`src/rtl/pc_pkg.sv`:
```
// Shared definitions for the program counter with return-address stack:
// function-select encodings and a constant-evaluable ceiling log2.
package pc_pkg;

   localparam logic [2:0] PS_HOLD  = 3'b000;
   localparam logic [2:0] PS_INC   = 3'b001;
   localparam logic [2:0] PS_JMP   = 3'b010;
   localparam logic [2:0] PS_BR    = 3'b011;
   localparam logic [2:0] PS_CALL  = 3'b100;
   localparam logic [2:0] PS_CALLR = 3'b101;
   localparam logic [2:0] PS_RET   = 3'b110;
   localparam logic [2:0] PS_RSVD  = 3'b111;

   // Ceiling log2; clog2(1) = 0. Usable in parameter expressions.
   function automatic int unsigned clog2(input int unsigned value);
      int unsigned result;
      result = 0;
      for (int i = 0; i < 32; i++) begin
         if ((32'd1 << i) < value) result = unsigned'(i + 1);
      end
      return result;
   endfunction

endpackage

```
`src/rtl/return_address_stack.sv`:
```
// Circular return-address stack. When full, a push overwrites the oldest
// entry and sets the sticky ovf flag; a pop while empty only sets sticky unf.
// top reads 0 whenever the stack is empty.
module return_address_stack
   import pc_pkg::*;
#(
   parameter int unsigned WIDTH     = 64,
   parameter int unsigned RAS_DEPTH = 8
) (
   input  logic             clock,
   input  logic             reset,
   input  logic             push,
   input  logic             pop,
   input  logic             stall,
   input  logic [WIDTH-1:0] data,
   output logic [WIDTH-1:0] top,
   output logic             empty,
   output logic             full,
   output logic             ovf,
   output logic             unf
);

   localparam int unsigned PTR_W = clog2(RAS_DEPTH);
   localparam int unsigned CNT_W = clog2(RAS_DEPTH + 1);

   logic [WIDTH-1:0] mem [RAS_DEPTH];
   logic [PTR_W-1:0] top_ptr;
   logic [PTR_W-1:0] ptr_inc;
   logic [PTR_W-1:0] ptr_dec;
   logic [CNT_W-1:0] count;
   logic             do_push;
   logic             do_pop;

   assign empty   = (count == '0);
   assign full    = (count == CNT_W'(RAS_DEPTH));
   assign top     = empty ? '0 : mem[top_ptr];
   assign do_push = push & ~stall;
   assign do_pop  = pop & ~push & ~stall;

   // Pointer neighbours with explicit wrap so non-power-of-two depths work.
   always_comb begin
      ptr_inc = (top_ptr == PTR_W'(RAS_DEPTH - 1)) ? '0 : top_ptr + 1'b1;
      ptr_dec = (top_ptr == '0) ? PTR_W'(RAS_DEPTH - 1) : top_ptr - 1'b1;
   end

   // Entry storage; contents are don't-care until pushed, so no reset.
   always_ff @(posedge clock) begin
      if (do_push) mem[ptr_inc] <= data;
   end

   // Top pointer, occupancy and sticky error flags.
   always_ff @(posedge clock or posedge reset) begin
      if (reset) begin
         top_ptr <= PTR_W'(RAS_DEPTH - 1);
         count   <= '0;
         ovf     <= 1'b0;
         unf     <= 1'b0;
      end else if (do_push) begin
         top_ptr <= ptr_inc;
         if (full) ovf <= 1'b1;
         else      count <= count + 1'b1;
      end else if (do_pop) begin
         if (empty) begin
            unf <= 1'b1;
         end else begin
            top_ptr <= ptr_dec;
            count   <= count - 1'b1;
         end
      end
   end

endmodule

```
`src/rtl/program_counter_ras.sv`:
```
// Program counter with call/return via an internal return-address stack.
// Optional build macro PC_MISALIGN_TRAP_EN: misaligned next-pc values are
// replaced by TRAP_VECTOR and flagged on the sticky misalign output.
module program_counter_ras
   import pc_pkg::*;
#(
   parameter int unsigned     WIDTH        = 64,
   parameter int unsigned     STEP         = 4,
   parameter int unsigned     RAS_DEPTH    = 8,
   parameter logic [WIDTH-1:0] RESET_VECTOR = '0
`ifdef PC_MISALIGN_TRAP_EN
   ,
   parameter logic [WIDTH-1:0] TRAP_VECTOR  = ~(WIDTH'(STEP - 1))
`endif
) (
   input  logic             clock,
   input  logic             reset,
   input  logic [WIDTH-1:0] in,
   input  logic [2:0]       ps,
   input  logic             stall,
   output logic [WIDTH-1:0] pc,
   output logic [WIDTH-1:0] pc4,
   output logic [WIDTH-1:0] ras_top,
   output logic             ras_empty,
   output logic             ras_full,
   output logic             ras_ovf,
   output logic             ras_unf
`ifdef PC_MISALIGN_TRAP_EN
   ,
   output logic             misalign
`endif
);

   localparam int unsigned SHIFT = clog2(STEP);

   logic [WIDTH-1:0] offset;
   logic [WIDTH-1:0] branch_target;
   logic [WIDTH-1:0] target;
   logic [WIDTH-1:0] next_pc;
   logic             push;
   logic             pop;
   logic             misaligned;

   assign pc4           = pc + WIDTH'(STEP);
   assign offset        = in << SHIFT;
   assign branch_target = pc4 + offset;
   assign push          = (ps == PS_CALL) || (ps == PS_CALLR);
   assign pop           = (ps == PS_RET);

   return_address_stack #(
      .WIDTH     (WIDTH),
      .RAS_DEPTH (RAS_DEPTH)
   ) u_ras (
      .clock (clock),
      .reset (reset),
      .push  (push),
      .pop   (pop),
      .stall (stall),
      .data  (pc4),
      .top   (ras_top),
      .empty (ras_empty),
      .full  (ras_full),
      .ovf   (ras_ovf),
      .unf   (ras_unf)
   );

   // Next-pc select; RET on an empty stack falls through like INC.
   always_comb begin
      target = pc;
      case (ps)
         PS_HOLD:  target = pc;
         PS_INC:   target = pc4;
         PS_JMP:   target = in;
         PS_BR:    target = branch_target;
         PS_CALL:  target = in;
         PS_CALLR: target = branch_target;
         PS_RET:   target = ras_empty ? pc4 : ras_top;
         default:  target = pc;
      endcase
`ifdef PC_MISALIGN_TRAP_EN
      misaligned = |(target & WIDTH'(STEP - 1));
      next_pc    = misaligned ? TRAP_VECTOR : target;
`else
      misaligned = 1'b0;
      next_pc    = target;
`endif
   end

   // PC register; stall freezes it.
   always_ff @(posedge clock or posedge reset) begin
      if (reset)       pc <= RESET_VECTOR;
      else if (!stall) pc <= next_pc;
   end

`ifdef PC_MISALIGN_TRAP_EN
   // Sticky misalignment flag.
   always_ff @(posedge clock or posedge reset) begin
      if (reset)                    misalign <= 1'b0;
      else if (!stall && misaligned) misalign <= 1'b1;
   end
`else
   logic unused_misaligned;
   assign unused_misaligned = misaligned;
`endif

endmodule
```
`config.mk`:
```
export PLATFORM = sky130hd
export DESIGN_NAME = program_counter_ras
export DESIGN_NICKNAME = d
export VERILOG_FILES = /design/src/rtl/pc_pkg.sv /design/src/rtl/return_address_stack.sv /design/src/rtl/program_counter_ras.sv
export SDC_FILE = /design/constraint.sdc
export NUM_CORES = 1
export LEC_CHECK = 0
export CORE_ASPECT_RATIO = 0.75
export CORE_MARGIN = 3
export CORE_UTILIZATION = 30
export CTS_BUF_LIST = sky130_fd_sc_hd__clkbuf_8
export CTS_CLUSTER_DIAMETER = 100
export CTS_CLUSTER_SIZE = 8
export DETAILED_ROUTE_END_ITERATION = 10
export PLACE_DENSITY_LB_ADDON = 0.2
export SLEW_MARGIN = 20
export SYNTH_ARGS = -nofsm -noshare
export SYNTH_HDL_FRONTEND = slang
export SYNTH_SLANG_ARGS = --single-unit
```
`constraint.sdc`:
```
create_clock -name clock -period 14.05 [get_ports clock]
set_clock_uncertainty 0.2 [all_clocks]
set_input_delay 2.81 -clock clock [delete_from_list [all_inputs] [get_ports clock]]
set_output_delay 2.81 -clock clock [all_outputs]
set_load 0.005 [all_outputs]
```
==> out/metrics.csv, run 1 <==
metric,value,unit
fmax,123.2,MHz
crit_path_top_delay_cell,xnor2_1,
nFillCells,9190,
numClockSinks,585,
swShare,39.63,%
synth_top_family_by_area,multiplexers,
crit_chain,nand3_2 -> or3_1 -> nor4_4 -> nor2b_1 -> nand3_1 -> xnor2_1 -> clkdlybuf4s50_1,
yosys_warnings,0,
antenna_left,0,
layout_commonest_cell,edfxtp_1,
synth-adder-area-share,3.707,%
io_buffers,265,
placed_area,33300,µm²
postSynth.asyncResetShare,12.48,%
num_vias,20010,
worst-path-stages,7,
max_stage_delay,0.90,ns
initial_core_util,30.35,%
wl_per_cell,28.07,µm
crit_arrival,5.11,ns
setup_ws,5.932,ns
power,7.100,mW
status,"finished, final reports clean",
drt_iter0_drc,2076,
synth.distinct_cells,80,
required,11.04,ns
yosys.area_share.simple,8.491,%
place_ws,6.781,ns
timing.critical_path.to_type,output port,
synth_edf_count,512,
cts.htree.levels,3,
reg2reg_from,pc[12],
powerDensity,204.5,nW/µm²
rsz0062_at_grt,false,
r2r-end,pc[62],
synth_mux_area_share,12.37,%
nets,2554,
grt_pass1_wl,146500,µm
grt_max_degree,107,
routed_wl,103700,µm
seqCellArea,17220,µm²
synthXorXnorAreaFrac,3.470,%
ir_drop,0.1091,mV
pwr-share-seq,35.0,%
cts_tree,done,
syn_inst,2113,
antenna_found_initial,4,
comb_power_share,48.0,%
p_sw,2.814,mW
r2r_setup_slack,7.44,ns
rows,98,
p_int,4.287,mW
path_clk_slew,0.07,ns
hp-class,reg2reg,
grt_pass1_vias,19930,
ys_seq_area_share,59.27,%
slew_headroom,21.15,%
ys_ff_latch,585,
startpoint_type,register,
multi_input_area,11280,µm²
hold_buffers,0,
syn_area,29030,µm²
die_x,365.2,µm
final_cell_mix,"edfxtp_1, clkdlybuf4s50_1, nor2_1, a21oi_1, mux4_2",
grt_usage,20.25,%
holdWs,0.2795,ns
ioPinCount,266,
firstDrtPassIters,6,
critPathLaunch,pc[26],
synth_area_per_cell,13.74,µm²
endpoint,pc4[61],
tightest_slew,1.174,ns
cts_max_path_buffers,3,
cp_num_buf_inv,1,
die_h,275.4,µm
fin_crit,8.118,ns
area_delta_synth_final,19.61,%
viasPerCell,5.418,
rr_worst_depth,17,
period_share,57.78,%
fp.coreArea,95640,µm²
syn_nets,2267,
timing_worst_setup_path_type,reg2out,
postCtsResizedCells,0,
critPathMaxFanout,10,
tns,0,ns
dieArea,100600,µm²
drive_above_1_share,13.71,%
finalHoldViolations,0,
critical-path-top-delay-family,simple AND/OR/NAND/NOR gates,
drc,0,
synth_compound_gate_area_share,10.43,%
final_area,34720,µm²
max-cap-violations,0,
synth_ff_type,edfxtp_1,
clock_latency,0.69,ns
dp_hpwl,70180,µm
finalSetupViolCount,0,
clkPwrFrac,17.1,%
grt_overflow,0,
cts_root_buf,clkbuf_8,
drv_slew,0,
leakagePower,11.95,nW
gp_congestion,0.9204,
numCtsBuffers,83,
cts_setup_buffers,0,
[registers in the layout (all words and copies together), names as in the netlist]
register / cells
u_ras.mem: 512
pc: 64
u_ras.count: 4
u_ras.top_ptr: 3
u_ras.ovf: 1
u_ras.unf: 1
[power by group through the flow]
stage          sequential, mW  clock [mW]  combinational (mW)
2_1_floorplan            2.40           0                1.84
3_3_place_gp             2.50           0                3.38
3_5_place_dp             2.52           0                3.39
4_1_cts                  2.48        1.25                3.41
5_1_grt                  2.51        1.33                3.66
6_report                 2.48        1.21                3.41
[per-stage QoR]
step	util (%)	instances
finish	36.31	3694
global route	36.31	3694
CTS	36.25	3692
detailed placement	34.81	3564
global placement	34.81	3564
floorplan	-	2113
[cell usage after synthesis, types with 6 or more instances]
library cell / number / share of area (%)
a211oi_1: 12 / 0.31
a21boi_0: 8 / 0.21
a21o_1: 41 / 1.1
a21oi_1: 137 / 2.4
a221o_1: 23 / 0.79
a221oi_1: 40 / 1.2
a31oi_1: 18 / 0.39
and2_1: 13 / 0.28
and3_1: 17 / 0.37
and4_1: 9 / 0.27
buf_1: 17 / 0.22
buf_2: 18 / 0.31
clkbuf_1: 83 / 1.1
dfrtp_1: 70 / 6.0
edfxtp_1: 512 / 53
ha_1: 82 / 3.5
inv_1: 39 / 0.50
mux2_2: 6 / 0.23
mux2i_1: 64 / 2.2
mux4_2: 128 / 9.9
nand2_1: 124 / 1.6
nand2b_1: 7 / 0.15
nand3_1: 45 / 0.78
nand4_1: 34 / 0.73
nor2_1: 192 / 2.5
nor3_1: 35 / 0.60
o211ai_1: 6 / 0.16
o21a_1: 10 / 0.26
o21ai_0: 70 / 1.2
o21bai_1: 19 / 0.49
o22ai_1: 11 / 0.24
o31ai_1: 7 / 0.18
or2_2: 9 / 0.19
xnor2_1: 73 / 2.2
xor2_1: 37 / 1.1
[layout make-up]
type / count / share of cell area [%]
flip-flops and latches: 585 / 49.58
multi-input cells: 1365 / 32.47
repair buffers: 325 / 9.030
well taps: 1250 / 4.504
clock buffers: 85 / 3.369
clock inverters: 43 / 0.5909
inverters: 40 / 0.4432
diodes: 1 / 0.007207
[worst reg2reg max path: cells and delay by family (launching register included)]
family,cells,cell delay [ns]
mux,1,0.37
compound gates,3,0.81
fa+ha+maj,1,0.39
xor+xnor,1,0.79
simple gates,11,3.47
flops,1,0.50
[kinds of logic (layout without fill, tap and decap cells)]
kind of cell,count (synthesis),count (layout)
flops,585,585
simple gates,518,518
compound gates,452,452
mux,198,198
buf+inv,163,493
xor+xnor,112,112
fa+ha+maj,85,85
other cells,0,1
[worst min path at each step]
stage	startpoint	to	slack (ns)	depth (start not counted)
3_5_place_dp	u_ras.ovf	u_ras.ovf	0.26	1
6_report	u_ras.ovf	u_ras.ovf	0.28	1
3_3_place_gp	u_ras.ovf	u_ras.ovf	0.26	1
2_1_floorplan	u_ras.count[3]	u_ras.count[3]	0.25	1
5_1_grt	u_ras.ovf	u_ras.ovf	0.30	1
4_1_cts	u_ras.ovf	u_ras.ovf	0.28	1
[layer usage]
| metal | part of all wire, % | GRT usage, % | vias up | wire length (µm) |
|---|---|---|---|---|
| met3 | 8.8 | 6.269 | 148 | 9139 |
| met5 | 0.027 | 0 | - | 28 |
| met4 | 2.9 | 6.080 | 4 | 3007 |
| li1 | - | - | 8841 | - |
| met1 | 44 | 28.26 | 10250 | 46080 |
| met2 | 44 | 30.21 | 770 | 45450 |
Note: power is estimated with default switching activity, not from simulation.
==> run 2: changes to the inputs <==
==> constraint.sdc (replaced) <==
create_clock -name clock -period 7.8 [get_ports clock]
set_clock_uncertainty 0.2 [all_clocks]
set_input_delay 1.56 -clock clock [delete_from_list [all_inputs] [get_ports clock]]
set_output_delay 1.56 -clock clock [all_outputs]
set_load 0.005 [all_outputs]
==> run 2 against run 1 <==
Register-to-register slack lost 5.9 ns. Setup slack lost 5.0 ns. Power grew 81%. Sequential cell count is the same. Worst hold slack lost 0.0038 ns. Via count grew 1.8%.
==> out/metrics.csv, run 2 (synthesis results as in run 1) <==
metric,value,unit
status,"finished, final reports clean",
largest_register_ffs,512,
critPathLaunch,pc[32],
drt_iter0_drc,1974,
numCtsBuffers,83,
cts_max_path_buffers,3,
die_h,275.4,µm
period_share,88.31,%
drc,0,
critPathMaxFanout,10,
grt_overflow,0,
rsz0062_at_grt,false,
cts_setup_buffers,0,
grt_pass1_vias,20390,
grt_usage,21.11,%
final_area,34910,µm²
grt_max_degree,70,
powerDensity,367.1,nW/µm²
swShare,39.68,%
fp.coreArea,95640,µm²
hp-class,reg2reg,
viasPerCell,5.463,
ioPinCount,266,
rows,98,
crit_path_top_delay_cell,nor2b_1,
tns,0,ns
routed_wl,107200,µm
worst-path-stages,7,
path_clk_slew,0.08,ns
leakagePower,12.12,nW
startpoint_type,register,
timing.critical_path.to_type,output port,
die_x,365.2,µm
endpoint,pc4[61],
max_stage_delay,0.92,ns
antenna_found_initial,9,
grt_util_met3,6.256,%
finalSetupViolCount,0,
required,6.04,ns
rr_worst_depth,17,
fin_crit,6.888,ns
area_delta_synth_final,20.27,%
antenna_left,0,
slew_headroom,25.77,%
crit_arrival,5.13,ns
io_buffers,265,
use_met1,28.36,%
r2r-end,pc[62],
gp_congestion,0.9273,
final_cell_mix,"edfxtp_1, clkdlybuf4s50_1, nor2_1, a21oi_1, mux4_2",
p_int,7.731,mW
clock_latency,0.74,ns
hold_buffers,0,
clkPwrFrac,17.6,%
tightest_slew,1.105,ns
cts.htree.levels,3,
top_usage_layer,met2,
ir_drop,0.1876,mV
num_vias,20380,
postCtsResizedCells,0,
holdWs,0.2757,ns
crit_chain,nand3_2 -> or3_1 -> nor4_4 -> nor2b_1 -> nand3_1 -> xnor2_1 -> clkdlybuf4s50_1,
regMostFlops,u_ras.mem,
cts_root_buf,clkbuf_8,
whs_path_depth,1,
cp_num_buf_inv,1,
cts_tree,done,
comb_power_share,46.6,%
p_sw,5.085,mW
numClockSinks,585,
fmax,145.2,MHz
layout_commonest_cell,edfxtp_1,
use_met2,32.97,%
nets,2561,
reg2reg_from,pc[12],
placed_area,33420,µm²
critical-path-top-delay-family,simple AND/OR/NAND/NOR gates,
nFillCells,9258,
grt_pass1_wl,151600,µm
dieArea,100600,µm²
pwr-share-seq,35.8,%
drive_above_1_share,13.85,%
initial_core_util,30.35,%
firstDrtPassIters,5,
timing_worst_setup_path_type,reg2out,
r2r_setup_slack,1.53,ns
drv_slew,0,
finalHoldViolations,0,
max-cap-violations,0,
dp_hpwl,73460,µm
wl_per_cell,28.73,µm
reg_top3,"u_ras.mem (512), pc (64), u_ras.count (4)",
[run 2: cell types whose count changed in the layout (fill, tap and decap cells not counted), moves of 2 or more]
cell	before	now
buf_4	58	64
nor4_2	2	0
inv_8	3	1
diode_2	1	4
nor4_4	3	5
inv_1	75	101
buf_12	1	3
[run 2: area by class of cell]
cell class	instances	area [µm²]	area share (%)
Clock inverter	70	312.8	0.8959
Clock buffer	84	1156	3.311
Sequential cell	585	17220	49.31
Timing Repair Buffer	332	3193	9.145
Antenna cell	4	10.01	0.02867
Tap cell	1250	1564	4.479
Inverter	40	153.9	0.4408
Multi-Input combinational cell	1365	11310	32.39
[run 2: worst min path at each step]
| stage | from | slack (ns) | to |
|---|---|---|---|
| finish | u_ras.ovf | 0.28 | u_ras.ovf |
| global route | u_ras.count[3] | 0.30 | u_ras.count[3] |
| CTS | u_ras.count[3] | 0.29 | u_ras.count[3] |
| detailed placement | u_ras.count[3] | 0.27 | u_ras.count[3] |
| global placement | u_ras.ovf | 0.27 | u_ras.ovf |
| floorplan | u_ras.count[3] | 0.25 | u_ras.count[3] |
[run 2: through the flow]
step                      total power [mW]  utilization [%]  instances  setup slack, ns
after floorplan                      7.644                -       2113           0.2175
after global placement               10.67            34.94       3572            1.637
after detailed placement             10.70            34.94       3572            1.594
after CTS                            13.00            36.48       3726           0.9184
after global routing                 13.58            36.50       3726           0.6259
final                                12.82            36.51       3730           0.9115
[run 2: power groups by stage]
stage                     Clock (mW)  Combinational [mW]  Sequential, mW
after floorplan                    0                3.32            4.33
after global placement             0                6.02            4.65
after detailed placement           0                6.03            4.67
after CTS                       2.33                6.06            4.61
after global routing            2.47                6.45            4.66
final                           2.25                5.97            4.59
[run 2: worst reg2reg max path, stage by stage, from the launching register on]
cell	delay (ns)
dfrtp_1	0.49
nand3_1	0.21
or4_4	0.62
or3b_1	0.58
nor4_4	0.54
and3_1	0.32
xnor2_1	0.32
ha_1	0.60
nand4_1	0.21
nor2_1	0.19
nand2_1	0.12
or4_1	0.42
a21oi_1	0.30
or3_1	0.27
a21oi_1	0.15
o21ai_0	0.21
mux2_2	0.35
nor2_1	0.10
[run 2: metal layers]
layer	routed length, µm	up-vias
met4	3355	6
met2	48900	783
li1	-	8861
met3	8869	155
met1	46010	10570
met5	36	-
==> run 3: changes to the inputs <==
--- a/config.mk
+++ b/config.mk
@@ -7,7 +7,7 @@
 export LEC_CHECK = 0
 export CORE_ASPECT_RATIO = 0.75
 export CORE_MARGIN = 3
-export CORE_UTILIZATION = 30
+export CORE_UTILIZATION = 55
 export CTS_BUF_LIST = sky130_fd_sc_hd__clkbuf_8
 export CTS_CLUSTER_DIAMETER = 100
 export CTS_CLUSTER_SIZE = 8
==> run 3 against run 2 <==
Sequential power barely moved. Sequential share of layout area rose by 1.2 points. Maximum frequency rose by 2.4%. Clock-buffer cell count fell by 1. Via count rose by 0.92%.
==> out/metrics.csv, run 3 (synthesis results as in run 1) <==
metric,value,unit
status,"finished, final reports clean",
hp-class,reg2reg,
dieArea,55600,µm²
io_buffers,265,
nFillCells,3803,
grt_max_degree,79,
die_h,205.0,µm
startpoint_type,register,
gp_congestion,0.9466,
drive_above_1_share,13.02,%
drt_iter0_drc,2342,
period_share,86.24,%
hold_buffers,0,
critPathLaunch,pc[26],
cts_max_path_buffers,3,
required,6.04,ns
drv_slew,0,
initial_core_util,55.95,%
area_delta_synth_final,17.33,%
firstDrtPassIters,5,
setup_ws,1.073,ns
dp_hpwl,58540,µm
layout_commonest_cell,edfxtp_1,
final_cell_mix,"edfxtp_1, clkdlybuf4s50_1, nor2_1, a21oi_1, mux4_2",
ir_drop,0.2165,mV
drc,0,
grt_usage,31.43,%
antenna_found_initial,0,
grt_pass1_vias,20000,
routed_wl,87780,µm
powerDensity,363.7,nW/µm²
leakagePower,12.01,nW
cts.htree.levels,3,
rsz0062_at_grt,false,
viasPerCell,6.504,
finalSetupViolCount,0,
fin_crit,6.727,ns
ioPinCount,266,
tns,0,ns
rows,72,
grt_overflow,0,
antenna_left,0,
path_clk_slew,0.07,ns
finalHoldViolations,0,
cts_setup_buffers,0,
reg2reg_from,pc[12],
worstHoldStart,u_ras.count[3],
slew_headroom,24.00,%
post-route-util,65.64,%
numCtsBuffers,83,
critPathMaxFanout,10,
largest_register_ffs,512,
cts_tree,done,
reg_top3,"u_ras.mem (512), pc (64), u_ras.count (4)",
timing_worst_setup_path_type,reg2out,
tightest_slew,1.140,ns
regMostFlops,u_ras.mem,
timing.critical_path.to_type,output port,
crit_arrival,4.97,ns
nets,2542,
wl_per_cell,27.76,µm
fp.coreArea,51890,µm²
cts_root_buf,clkbuf_8,
holdWs,0.2910,ns
numClockSinks,585,
postCtsResizedCells,0,
num_vias,20570,
clock_latency,0.69,ns
max-cap-violations,0,
die_x,271.3,µm
fmax,148.7,MHz
place_ws,1.501,ns
grt_pass1_wl,129500,µm
==> run 3: where the power goes <==
part | internal, mW | switching (mW)
logic | 2.61 | 3.05
clock network | 1.00 | 1.16
registers | 4.06 | 0.508
==> run 3: through the flow <==
| stage | total power, mW | instance area [µm²] | instances |
|---|---|---|---|
| after floorplan | 7.644 | 29040 | 2113 |
| after global placement | 10.14 | 32580 | 3005 |
| after detailed placement | 10.24 | 32580 | 3005 |
| after CTS | 12.41 | 34040 | 3160 |
| after global routing | 13.00 | 34060 | 3161 |
| final | 12.39 | 34060 | 3162 |
==> run 3: area by class of cell <==
type / count / area [µm²] / share of cell area (%)
Sequential cell: 585 / 17220 / 50.54
Multi-Input combinational cell: 1365 / 11280 / 33.11
Timing Repair Buffer: 313 / 3073 / 9.021
Clock buffer: 83 / 1142 / 3.354
Tap cell: 703 / 879.6 / 2.582
Clock inverter: 72 / 319.1 / 0.9367
Inverter: 40 / 151.4 / 0.4445
Antenna cell: 1 / 2.502 / 0.007346
==> run 3: path summary, 6_finish.rpt <==
kind / endpoint / slack [ns] / cells after the start
setup reg to reg: pc[63] / 1.27 / 16
max in group asynchronous: pc[55] / 5.57 / 3
setup / recovery: pc4[61] / 1.07 / 7
hold reg to reg: u_ras.count[3] / 0.29 / 1
min in group asynchronous: pc[16] / 1.24 / 3
hold / removal: u_ras.count[3] / 0.29 / 1
==> run 3: layer usage <==
metal	GRT usage, %	part of all wire, %	up-vias
met5	0	0	-
met2	49.55	47	1170
met4	11.15	3.7	0
met1	43.96	40	10360
li1	-	-	8843
met3	6.417	9.6	194
==> run 3: critical path: stages, from the launching register on <==
cell,delay (ns)
dfrtp_1,0.52
nand3_2,0.20
or3_1,0.58
nor4_4,0.46
nor2b_1,0.90
nand3_1,0.28
xnor2_1,0.71
clkdlybuf4s50_1,0.64
